**src/rtl/tile_pkg.sv**
```systemverilog
// Shared types and helpers for the tile-matching game core.
package tile_pkg;

  typedef enum logic [2:0] {
    MENU     = 3'd0,
    PICK1    = 3'd1,
    PICK2    = 3'd2,
    REVEAL   = 3'd3,
    GAMEOVER = 3'd4
  } tile_state_e;

  localparam logic [2:0] MODE_MENU     = 3'b001;
  localparam logic [2:0] MODE_PLAYING  = 3'b010;
  localparam logic [2:0] MODE_GAMEOVER = 3'b100;

  localparam int DEF_N_TILES      = 10;
  localparam int DEF_COLOR_W      = 4;
  localparam int DEF_SCORE_W      = 8;
  localparam int DEF_BLINK_CYCLES = 25_000_000;
  localparam int DEF_BLINK_COUNT  = 3;

  // Upper bound on tiles handled by the priority encoder below.
  localparam int MAX_TILES = 64;

  typedef struct packed {
    logic       valid;
    logic [5:0] idx;
  } pick_t;

  // Lowest set bit wins; scanning downwards lets the lowest index overwrite.
  function automatic pick_t lowest_set(input logic [MAX_TILES-1:0] vec);
    pick_t r;
    r = '0;
    for (int i = MAX_TILES - 1; i >= 0; i--) begin
      if (vec[i]) begin
        r.valid = 1'b1;
        r.idx   = 6'(i);
      end
    end
    return r;
  endfunction

endpackage

```
**src/rtl/tile_match_engine_flip_detect.sv**
```systemverilog
// Switch synchroniser and rising-edge detector; reports the lowest-index
// unmasked flip each cycle. Supports up to MAX_TILES switches.
module tile_flip_detect
  import tile_pkg::*;
#(
  parameter int N_TILES = DEF_N_TILES,
  localparam int IDX_W  = (N_TILES > 1) ? $clog2(N_TILES) : 1
) (
  input  logic               CLOCK_50,
  input  logic               resetn,
  input  logic [N_TILES-1:0] sw,
  input  logic [N_TILES-1:0] mask,
  output logic [IDX_W-1:0]   idx,
  output logic               valid
);

  logic [N_TILES-1:0] sync_a;
  logic [N_TILES-1:0] sync_b;
  logic [N_TILES-1:0] sync_prev;
  logic [N_TILES-1:0] rise_q;
  pick_t              pick;

  // The edge is registered unmasked so masking always uses the current game state.
  always_ff @(posedge CLOCK_50) begin
    if (!resetn) begin
      sync_a    <= '0;
      sync_b    <= '0;
      sync_prev <= '0;
      rise_q    <= '0;
    end else begin
      sync_a    <= sw;
      sync_b    <= sync_a;
      sync_prev <= sync_b;
      rise_q    <= sync_b & ~sync_prev;
    end
  end

  always_comb begin
    pick  = lowest_set(MAX_TILES'(rise_q & mask));
    valid = pick.valid;
    idx   = IDX_W'(pick.idx);
  end

endmodule

```
**src/rtl/tile_match_engine.sv**
```systemverilog
// Tile-matching game core: two flips per move, blinking reveal, then keep
// or turn back the pair; counts moves and flags game-over.
module tile_match_engine
  import tile_pkg::*;
#(
  parameter int N_TILES      = DEF_N_TILES,
  parameter int COLOR_W      = DEF_COLOR_W,
  parameter int SCORE_W      = DEF_SCORE_W,
  parameter int BLINK_CYCLES = DEF_BLINK_CYCLES,
  parameter int BLINK_COUNT  = DEF_BLINK_COUNT
) (
  input  logic                       CLOCK_50,
  input  logic                       resetn,
  input  logic                       start,
  input  logic                       quit,
  input  logic [N_TILES-1:0]         sw,
  input  logic [N_TILES*COLOR_W-1:0] tile_colors,
  output logic [N_TILES-1:0]         led,
  output logic [COLOR_W-1:0]         color1,
  output logic [COLOR_W-1:0]         color2,
  output logic                       show1,
  output logic                       show2,
  output logic [SCORE_W-1:0]         moves,
  output logic [2:0]                 mode,
  output logic                       game_over,
  output tile_state_e                state_dbg
);

  localparam int IDX_W = (N_TILES > 1) ? $clog2(N_TILES) : 1;
  localparam int BT_W  = (BLINK_CYCLES > 1) ? $clog2(BLINK_CYCLES) : 1;
  localparam int HC_W  = $clog2(2 * BLINK_COUNT + 1);

  tile_state_e        state, state_next;
  logic [N_TILES-1:0] matched;
  logic [N_TILES-1:0] matched_next;
  logic               sel1, sel2;
  logic [IDX_W-1:0]   idx1, idx2;
  logic [BT_W-1:0]    blink_cnt;
  logic [HC_W-1:0]    half_cnt;

  logic [N_TILES-1:0] flip_mask;
  logic [IDX_W-1:0]   flip_idx;
  logic               flip_valid;
  logic [COLOR_W-1:0] flip_color;
  logic [N_TILES-1:0] oh1, oh2;
  logic               blink_wrap, reveal_last, quit_now;

  // The first pick cannot be picked again as the second one.
  always_comb begin
    flip_mask = ~matched;
    if (state == PICK2) flip_mask[idx1] = 1'b0;
  end

  tile_flip_detect #(.N_TILES(N_TILES)) u_flip (
    .CLOCK_50 (CLOCK_50),
    .resetn   (resetn),
    .sw       (sw),
    .mask     (flip_mask),
    .idx      (flip_idx),
    .valid    (flip_valid)
  );

  assign flip_color  = tile_colors[flip_idx*COLOR_W +: COLOR_W];
  assign oh1         = N_TILES'(1) << idx1;
  assign oh2         = N_TILES'(1) << idx2;
  assign blink_wrap  = (blink_cnt == BT_W'(BLINK_CYCLES - 1));
  assign reveal_last = blink_wrap && (half_cnt == HC_W'(2 * BLINK_COUNT - 1));
  assign matched_next = (color1 == color2) ? (matched | oh1 | oh2) : matched;
  assign quit_now    = quit && (state != MENU);

  always_ff @(posedge CLOCK_50) begin
    if (!resetn) state <= MENU;
    else         state <= state_next;
  end

  always_comb begin
    state_next = state;
    if (quit_now) begin
      state_next = MENU;
    end else begin
      case (state)
        MENU, GAMEOVER: if (start) state_next = PICK1;
        PICK1:          if (flip_valid) state_next = PICK2;
        PICK2:          if (flip_valid) state_next = REVEAL;
        REVEAL:         if (reveal_last) state_next = (&matched_next) ? GAMEOVER : PICK1;
        default:        state_next = MENU;
      endcase
    end
  end

  always_ff @(posedge CLOCK_50) begin
    if (!resetn) begin
      matched   <= '0;
      sel1      <= 1'b0;
      sel2      <= 1'b0;
      idx1      <= '0;
      idx2      <= '0;
      color1    <= '0;
      color2    <= '0;
      show1     <= 1'b0;
      show2     <= 1'b0;
      moves     <= '0;
      blink_cnt <= '0;
      half_cnt  <= '0;
    end else if (quit_now) begin
      matched   <= '0;
      sel1      <= 1'b0;
      sel2      <= 1'b0;
      show1     <= 1'b0;
      show2     <= 1'b0;
      blink_cnt <= '0;
      half_cnt  <= '0;
    end else begin
      case (state)
        MENU, GAMEOVER: begin
          if (start) begin
            matched <= '0;
            moves   <= '0;
          end
        end
        PICK1: begin
          if (flip_valid) begin
            idx1   <= flip_idx;
            sel1   <= 1'b1;
            color1 <= flip_color;
            show1  <= 1'b1;
          end
        end
        PICK2: begin
          if (flip_valid) begin
            idx2      <= flip_idx;
            sel2      <= 1'b1;
            color2    <= flip_color;
            show1     <= 1'b1;
            show2     <= 1'b1;
            blink_cnt <= '0;
            half_cnt  <= '0;
            if (moves != '1) moves <= moves + 1'b1;
          end
        end
        REVEAL: begin
          if (!blink_wrap) begin
            blink_cnt <= blink_cnt + 1'b1;
          end else begin
            blink_cnt <= '0;
            if (reveal_last) begin
              matched  <= matched_next;
              sel1     <= 1'b0;
              sel2     <= 1'b0;
              show1    <= 1'b0;
              show2    <= 1'b0;
              half_cnt <= '0;
            end else begin
              half_cnt <= half_cnt + 1'b1;
              show1    <= ~show1;
              show2    <= ~show2;
            end
          end
        end
        default: ;
      endcase
    end
  end

  always_comb begin
    mode = MODE_MENU;
    case (state)
      PICK1, PICK2, REVEAL: mode = MODE_PLAYING;
      GAMEOVER:             mode = MODE_GAMEOVER;
      default:              mode = MODE_MENU;
    endcase
  end

  assign game_over = (state == GAMEOVER);
  assign led       = game_over ? '1 : (matched | (sel1 ? oh1 : '0) | (sel2 ? oh2 : '0));
  assign state_dbg = state;

endmodule

```
**config.mk**
```make
export PLATFORM = sky130hd
export DESIGN_NAME = tile_match_engine
export DESIGN_NICKNAME = d
export VERILOG_FILES = /design/src/rtl/tile_pkg.sv /design/src/rtl/tile_match_engine_flip_detect.sv /design/src/rtl/tile_match_engine.sv
export SDC_FILE = /design/constraint.sdc
export NUM_CORES = 1
export LEC_CHECK = 0
export ABC_AREA = 1
export BUFFER_PORTS_ARGS = -buffer_cell sky130_fd_sc_hd__clkbuf_2
export CORE_UTILIZATION = 40
export CTS_CLUSTER_DIAMETER = 30
export DETAILED_ROUTE_END_ITERATION = 10
export GPL_TIMING_DRIVEN = 0
export PLACE_DENSITY_LB_ADDON = 0.2
export SETUP_SLACK_MARGIN = 0.15
export SLEW_MARGIN = 20
export SYNTH_ARGS = -nofsm -noshare
export SYNTH_HDL_FRONTEND = slang
export SYNTH_SLANG_ARGS = --single-unit
```
**constraint.sdc**
```tcl
create_clock -name CLOCK_50 -period 2.55 [get_ports CLOCK_50]
set_input_delay 0.3825 -clock CLOCK_50 [delete_from_list [all_inputs] [get_ports CLOCK_50]]
set_output_delay 0.3825 -clock CLOCK_50 [all_outputs]
set_load 0.02 [all_outputs]
```
# Yosys cells after proc, flatten, opt, wreduce, memory -nomap -nowiden
# Index checks and enable logic that the tools add are counted.
# word_totals
elab_cells	183
out_inout_bits	35
in_bits	54
regBits	109
# classes
n_addsub	3
n_shift	3
muxes	104
n_reduce_logical	25
n_lt_le_gt_ge	2
eq_ne	15
bitwise	14
# ops
op	n
7-bit 2-to-1 mux	64
10-bit 2-to-1 mux	8
25-bit 2-to-1 mux	2
25-bit one-hot mux with 2 select lines	1
10-bit bitwise OR	4
40-bit by 7-bit indexed part select with 4-bit output	1
10-bit AND	3
10-bit NOT	3
25-bit by 1-bit adder with 25-bit output, second input constant	1
25-bit equality test, second input constant	1
3-bit 2-to-1 mux	8
8-bit 2-to-1 mux	3
10-bit one-hot mux with 2 select lines	1
1-bit by 4-bit << shifter with 10-bit output, first input constant	2
8-bit one-hot mux with 2 select lines	1
4-bit AND reduction	4
3-bit one-hot mux with 2 select lines	2
3-bit one-hot mux with 4 select lines	1
3-bit AND reduction	4
10-bit AND reduction	1
2-bit nonzero test	5
8-bit by 1-bit adder with 8-bit output, second input constant	1
1-bit 2-to-1 mux	8
2-bit by 1-bit inequality test with 1-bit output, second input constant	4
other kinds (19)	33

# Depth between registers and ports, before layout
# logic_depth
ltp_word	66
mapped_depth	24

# Cells and area by module
# From an unflattened synthesis, not the netlist that was laid out.
# unflattened
hier_cells	873
hier_area_um2	5753.0
# modules_own_cells
module	instances	cells_per_inst	area_each_um2
tile_match_engine	1	726	4506.8
tile_flip_detect	1	147	1246.2

# Worst setup path before layout
# OpenSTA, ideal clock, no wires.
# synth_timing
path_type	register -> register
from	reg state[2] (netlist: state_dbg[2])
to	reg color1[3]
n_path_buf	2
required_ps	2441
slack_ps	379
t_arrival_ps	2062
stages_incl_launch_ff	24
setup_ps	109
synth_period_minus_slack_ps	2171
cell_sequence	dfxtp_1 -> inv_2 -> nand3_4 -> inv_2 -> buf_6 -> nand2_2 -> nand3_2 -> nand2_1 -> nand2_1 -> nand2_1 -> nand2_1 -> nand2_2 -> nand2_4 -> nand2_4 -> buf_6 -> nand2_1 -> nand3_1 -> nand2_1 -> nand2_1 -> nand2_1 -> nand2_1 -> nand3_1 -> nand2_1 -> inv_1
# synth_via
elab_chain_len	14
# synth_lines
element	line	rtl
start: declaration	tile_match_engine.sv:33	tile_state_e state, state_next;
start signal: assignment	tile_match_engine.sv:73	else state <= state_next;
3-bit by 2-bit equality test with 1-bit output	tile_match_engine.sv:51	if (state == PICK2) flip_mask[idx1] = 1'b0;
10-bit 2-to-1 mux	tile_match_engine.sv:51	
10-bit AND	tile_match_engine_flip_detect.sv:39	pick = lowest_set(MAX_TILES'(rise_q & mask));
7-bit 2-to-1 mux (10 in a row)	tile_pkg.sv:35	if (vec[i]) begin
40-bit by 7-bit indexed part select with 4-bit output or 3-bit AND reduction (tied branches)	--	
end signal: assignment	tile_match_engine.sv:125	color1 <= flip_color;
end: declaration	tile_match_engine.sv:19	output logic [COLOR_W-1:0] color1,
# Parallel ways exist; a longest one is shown, timed or not.
# A chain may end at the register's enable or synchronous reset.

# Worst setup path in the final report
# layout_timing
from	reg idx1[3]
to	reg blink_cnt[10]
# layout_via
elab_chain_len	20
# layout_lines
element	line	rtl
start: declaration	tile_match_engine.sv:37	logic [IDX_W-1:0] idx1, idx2;
start signal: assignment	tile_match_engine.sv:123	idx1 <= flip_idx;
4-bit by 5-bit < comparator with 1-bit output (implied by the code) or 4-bit by 1-bit greater-or-equal comparator with 1-bit output (tied branches)	tile_match_engine.sv:51	
1-bit logical AND (implied by the code)	tile_match_engine.sv:51	
1-bit 2-to-1 mux (implied by the code)	tile_match_engine.sv:51	
1-bit demux with 4-bit select *	tile_match_engine.sv:51	
10-bit NOT (no source line) *	--	
10-bit AND (no source line) *	--	
10-bit 2-to-1 mux *	tile_match_engine.sv:51	
10-bit AND *	tile_match_engine_flip_detect.sv:39	
7-bit 2-to-1 mux (9 in a row)	tile_pkg.sv:35	
7-bit 2-to-1 mux *	tile_pkg.sv:35	
2-bit by 1-bit inequality test with 1-bit output (no source line) *	--	
2-bit AND reduction (no source line) *	--	
end signal: assignment	tile_match_engine.sv:143	blink_cnt <= blink_cnt + 1'b1;
end: declaration	tile_match_engine.sv:38	logic [BT_W-1:0] blink_cnt;
# Every way passes the cells marked *; elsewhere a longest branch is shown, timed or not.

==> run summary <==
Estimated wirelength of the detail-placed design: 10800 microns
Final period util: 0.902
Overall Global Routing Usage: 0.205
Num Clock Sinks: 109
Power density over the cells: 814 mW/mm^2
Total wirelength of the detailed-routed design: 15000 microns
Area share of the leading cell type in the synthesized netlist: 0.378
Die outline height: 122 microns
Synthesis-to-layout area growth: 28.2%
WP data arrival: 2.57 ns
Global-route wire length before repair: 23900 microns
Overflow after GRT: 0
Post-placement worst setup slack: -0.177 ns
Post-route total power: 6.03 mW
Number of enable-type register cells in the synthesized netlist: 0
Remaining antenna violation count: 0
Antenna violations before repair: 0
Worst Setup Slack, final: 0.250 ns
Pin count of the biggest net entering global routing: 19
Peak fanout along the critical path: 6
Setup crit end kind: flip-flop
Number of cells traversed by the worst hold path: 3
Average vias per placed instance: 4.93
Utilization after layout: 0.530
Critical path's slowest cell: sky130_fd_sc_hd__dfxtp_1
Vias in the first global route: 5145
Total die area: 0.0149 sq mm
Floorplan Core Area: 0.0140 sq mm
Synthesized instance count: 846
Number of I/O pins: 89
Hold Startpoint: sw[8]
H-tree level count: 3
Buffer depth of the longest clock path: 2
Run status: finished clean
Cell Area, Synth: 0.00578 sq mm
Yosys warning count: 0
Slew at the pin closest to its max-slew limit: 0.705 ns
Fraction of the yosys area taken by sequential cells: 0.378
Worst slew margin relative to its limit: 0.530
Via count: 5754
Peak per-stage delay on the critical path: 0.33 ns
CTS tree: built
Synth area leaders: sky130_fd_sc_hd__dfxtp_1 38%, sky130_fd_sc_hd__nand2_1 12%, sky130_fd_sc_hd__inv_1 9.5%, sky130_fd_sc_hd__nor2_1 5.8%, sky130_fd_sc_hd__a21oi_1 4.4%
Share of synthesized flip-flops with an asynchronous set or reset: 0
Family of cells with the greatest summed delay on the critical path: simple AND/OR/NAND/NOR gates
Filler cells: 1379
Clock transition at the register clock pins on the worst setup and hold paths after CTS: 0.07 ns
First-iteration detailed-routing DRC count: 388
Floorplan die width: 122 microns
Final setup violation count: 0
Number of register bits inferred by synthesis: 109
Top FF cell, synth: sky130_fd_sc_hd__dfxtp_1
Leak: 3.47 nW
Number of endpoints with negative hold slack in the final report: 0
Maximum vdd ir drop: 681 uV
Starting utilization of the core area: 0.413
Endpoint, Worst Hold: u_flip.sync_a[8]
Fin nets: 1039
Fmax: 435 MHz
Number of distinct library cells after synthesis: 54
Buffers on Ports: 88
Worst Path Buf+Inv: 5
Fraction of final layout cells with drive strength greater than 1: 0.270
Count of standard-cell rows: 43
Register-to-register setup slack: 0.25 ns
Most used cell, CP: sky130_fd_sc_hd__nand2_4
Library cell with the highest instance count after synthesis: sky130_fd_sc_hd__nand2_1
Final antenna diode count: 0
Cell at the root of the clock tree: sky130_fd_sc_hd__clkbuf_16
Cell-by-cell listing of the critical path: inv_2, nand2_4, nor2_2, inv_2, o211ai_1, buf_4, nand2_4, nor2_4, nand3b_4, nand2_4, inv_4, nor2_4, buf_4, nand2_1, a221oi_2
Mean routed wirelength per cell: 12.9 microns
Required time of the critical path: 2.82 ns
Min-Delay Path Class: input pin to flip-flop
Min Clock Period, post-route: 2.30 ns
Cell taking the most area after synthesis: sky130_fd_sc_hd__dfxtp_1
Clock insertion delay at the later pin of the skew report: 0.36 ns
Type of element launching the critical path: flip-flop
Placed cell areas: 0.00644 sq mm
Average footprint of a synthesized cell: 6.83 sq um
Routability Congestion: 0.852
Cell types with the highest counts after synthesis: 185 x sky130_fd_sc_hd__nand2_1, 147 x sky130_fd_sc_hd__inv_1, 109 x sky130_fd_sc_hd__dfxtp_1
Synthesized netlist net count: 904
Launch instance of the worst register-to-register path: idx1[3]
Maximum Capacitance Violations: 0
Max-slew violation count: 0
DRC errors left: 0
Setup repair after global routing missed its margin: yes
R2R depth: 15
Final Cell Area: 0.00741 sq mm
Clock tree skew after final layout: 0.00612 ns
Number of optimization iterations in the first detailed-route pass: 5
Number of clock buffers inserted by TritonCTS: 9
Hold buffer count at cts: 0
Worst R2R End: blink_cnt[10]
Type of the worst setup path: flip-flop to flip-flop
[kinds of logic (layout without fill, tap and decap cells)]
family | count (synthesis) | in the layout | synth area share
flops | 109 | 109 | 0.378
xor+xnor | 4 | 4 | 0.00606
simple gates | 405 | 405 | 0.327
fa+ha+maj | 4 | 4 | 0.00866
buf+inv | 182 | 322 | 0.125
compound gates | 142 | 142 | 0.156
[metal layers]
metal	vias up	global-route usage	part of all wire	routed length [microns]
met3	24	0.0431	0.035	529
met5	-	0	0	0
li1	2988	-	-	-
met4	0	0.0823	0.020	297
met1	2638	0.259	0.47	7020
met2	104	0.338	0.48	7170
[cell type report]
class	instances	area [sq um]	area share
multi-input combinational	555	3120	0.421
sequential	109	2200	0.297
timing repair buffer	124	746	0.101
inverter	157	609	0.0822
clock buffer	9	225	0.0304
tap	180	225	0.0304
buffer	25	160	0.0216
clock inverter	7	121	0.0164
[how the worst max path moves through the flow]
stage | slack (ns) | cells after the start | to | from
2_1_floorplan | 0.38 | 23 | color1[3] | state_dbg[2]
3_3_place_gp | -0.23 | 6 | blink_cnt[18] | state_dbg[1]
3_5_place_dp | -0.18 | 6 | matched[6] | state_dbg[1]
4_1_cts | 0.09 | 12 | matched[6] | blink_cnt[19]
5_1_grt | 0.05 | 14 | blink_cnt[23] | blink_cnt[2]
6_report | 0.25 | 15 | blink_cnt[10] | idx1[3]
[flip-flops by register name (all words and copies together), names as in the netlist]
name              cells
matched              10
color2                4
u_flip.sync_prev     10
idx1                  4
moves                 8
u_flip.sync_b        10
sel1                  1
sel2                  1
idx2                  4
show2                 1
blink_cnt            25
u_flip.rise_q        10
half_cnt              3
color1                4
state_dbg             3
show1                 1
u_flip.sync_a        10
[stage by stage]
step | instances | hold slack, ns | TNS [ns]
finish | 1166 | 0.203 | 0
detailed placement | 1114 | 0.376 | -2.86
global placement | 1114 | 0.371 | -4.96
global route | 1166 | 0.194 | 0
floorplan | 846 | 0.368 | 0
CTS | 1135 | 0.189 | 0
[power breakdown]
group	switching [mW]	total (mW)	internal [mW]
clock network	0.649	1.61	0.965
logic	1.59	2.42	0.825
registers	0.117	2.00	1.88
[tightest hold or removal path, cell delays in order]
cell	delay (ns)
sky130_fd_sc_hd__clkbuf_2	0.07
sky130_fd_sc_hd__nand2_1	0.04
sky130_fd_sc_hd__inv_1	0.04
[layout by cell type, fill, tap and decap left out, types with 3 or more instances in the layout]
cell,instances
sky130_fd_sc_hd__nand2_1,172
sky130_fd_sc_hd__inv_1,143
sky130_fd_sc_hd__dfxtp_1,99
sky130_fd_sc_hd__clkbuf_2,90
sky130_fd_sc_hd__nor2_1,69
sky130_fd_sc_hd__a21oi_1,50
sky130_fd_sc_hd__nand3_1,47
sky130_fd_sc_hd__o21ai_0,40
sky130_fd_sc_hd__buf_4,36
sky130_fd_sc_hd__nand4_1,18
sky130_fd_sc_hd__nor2_2,18
sky130_fd_sc_hd__nand2_2,16
sky130_fd_sc_hd__nor3_1,13
sky130_fd_sc_hd__nor2_4,12
sky130_fd_sc_hd__clkbuf_16,11
sky130_fd_sc_hd__nand3b_1,10
sky130_fd_sc_hd__a211oi_1,10
sky130_fd_sc_hd__clkbuf_1,9
sky130_fd_sc_hd__inv_2,8
sky130_fd_sc_hd__dfxtp_2,8
sky130_fd_sc_hd__nand2_4,7
sky130_fd_sc_hd__o211ai_1,6
sky130_fd_sc_hd__nand3_2,6
sky130_fd_sc_hd__a221oi_2,6
sky130_fd_sc_hd__buf_2,5
sky130_fd_sc_hd__clkinv_4,4
sky130_fd_sc_hd__nand3_4,4
sky130_fd_sc_hd__a31oi_1,4
sky130_fd_sc_hd__xor2_1,4
sky130_fd_sc_hd__buf_6,3
sky130_fd_sc_hd__nor3_2,3
sky130_fd_sc_hd__a211oi_2,3
sky130_fd_sc_hd__ha_1,3
sky130_fd_sc_hd__bufinv_16,3
[what timing repair did]
item                                    4_1_cts  5_1_grt
pin swaps                                     5       23
cloned                                        0        3
resized for setup                            17       87
buffers inserted                              5       28
endpoints found under the setup margin       62       68
No activity file was read; power rests on OpenSTA's default activity.
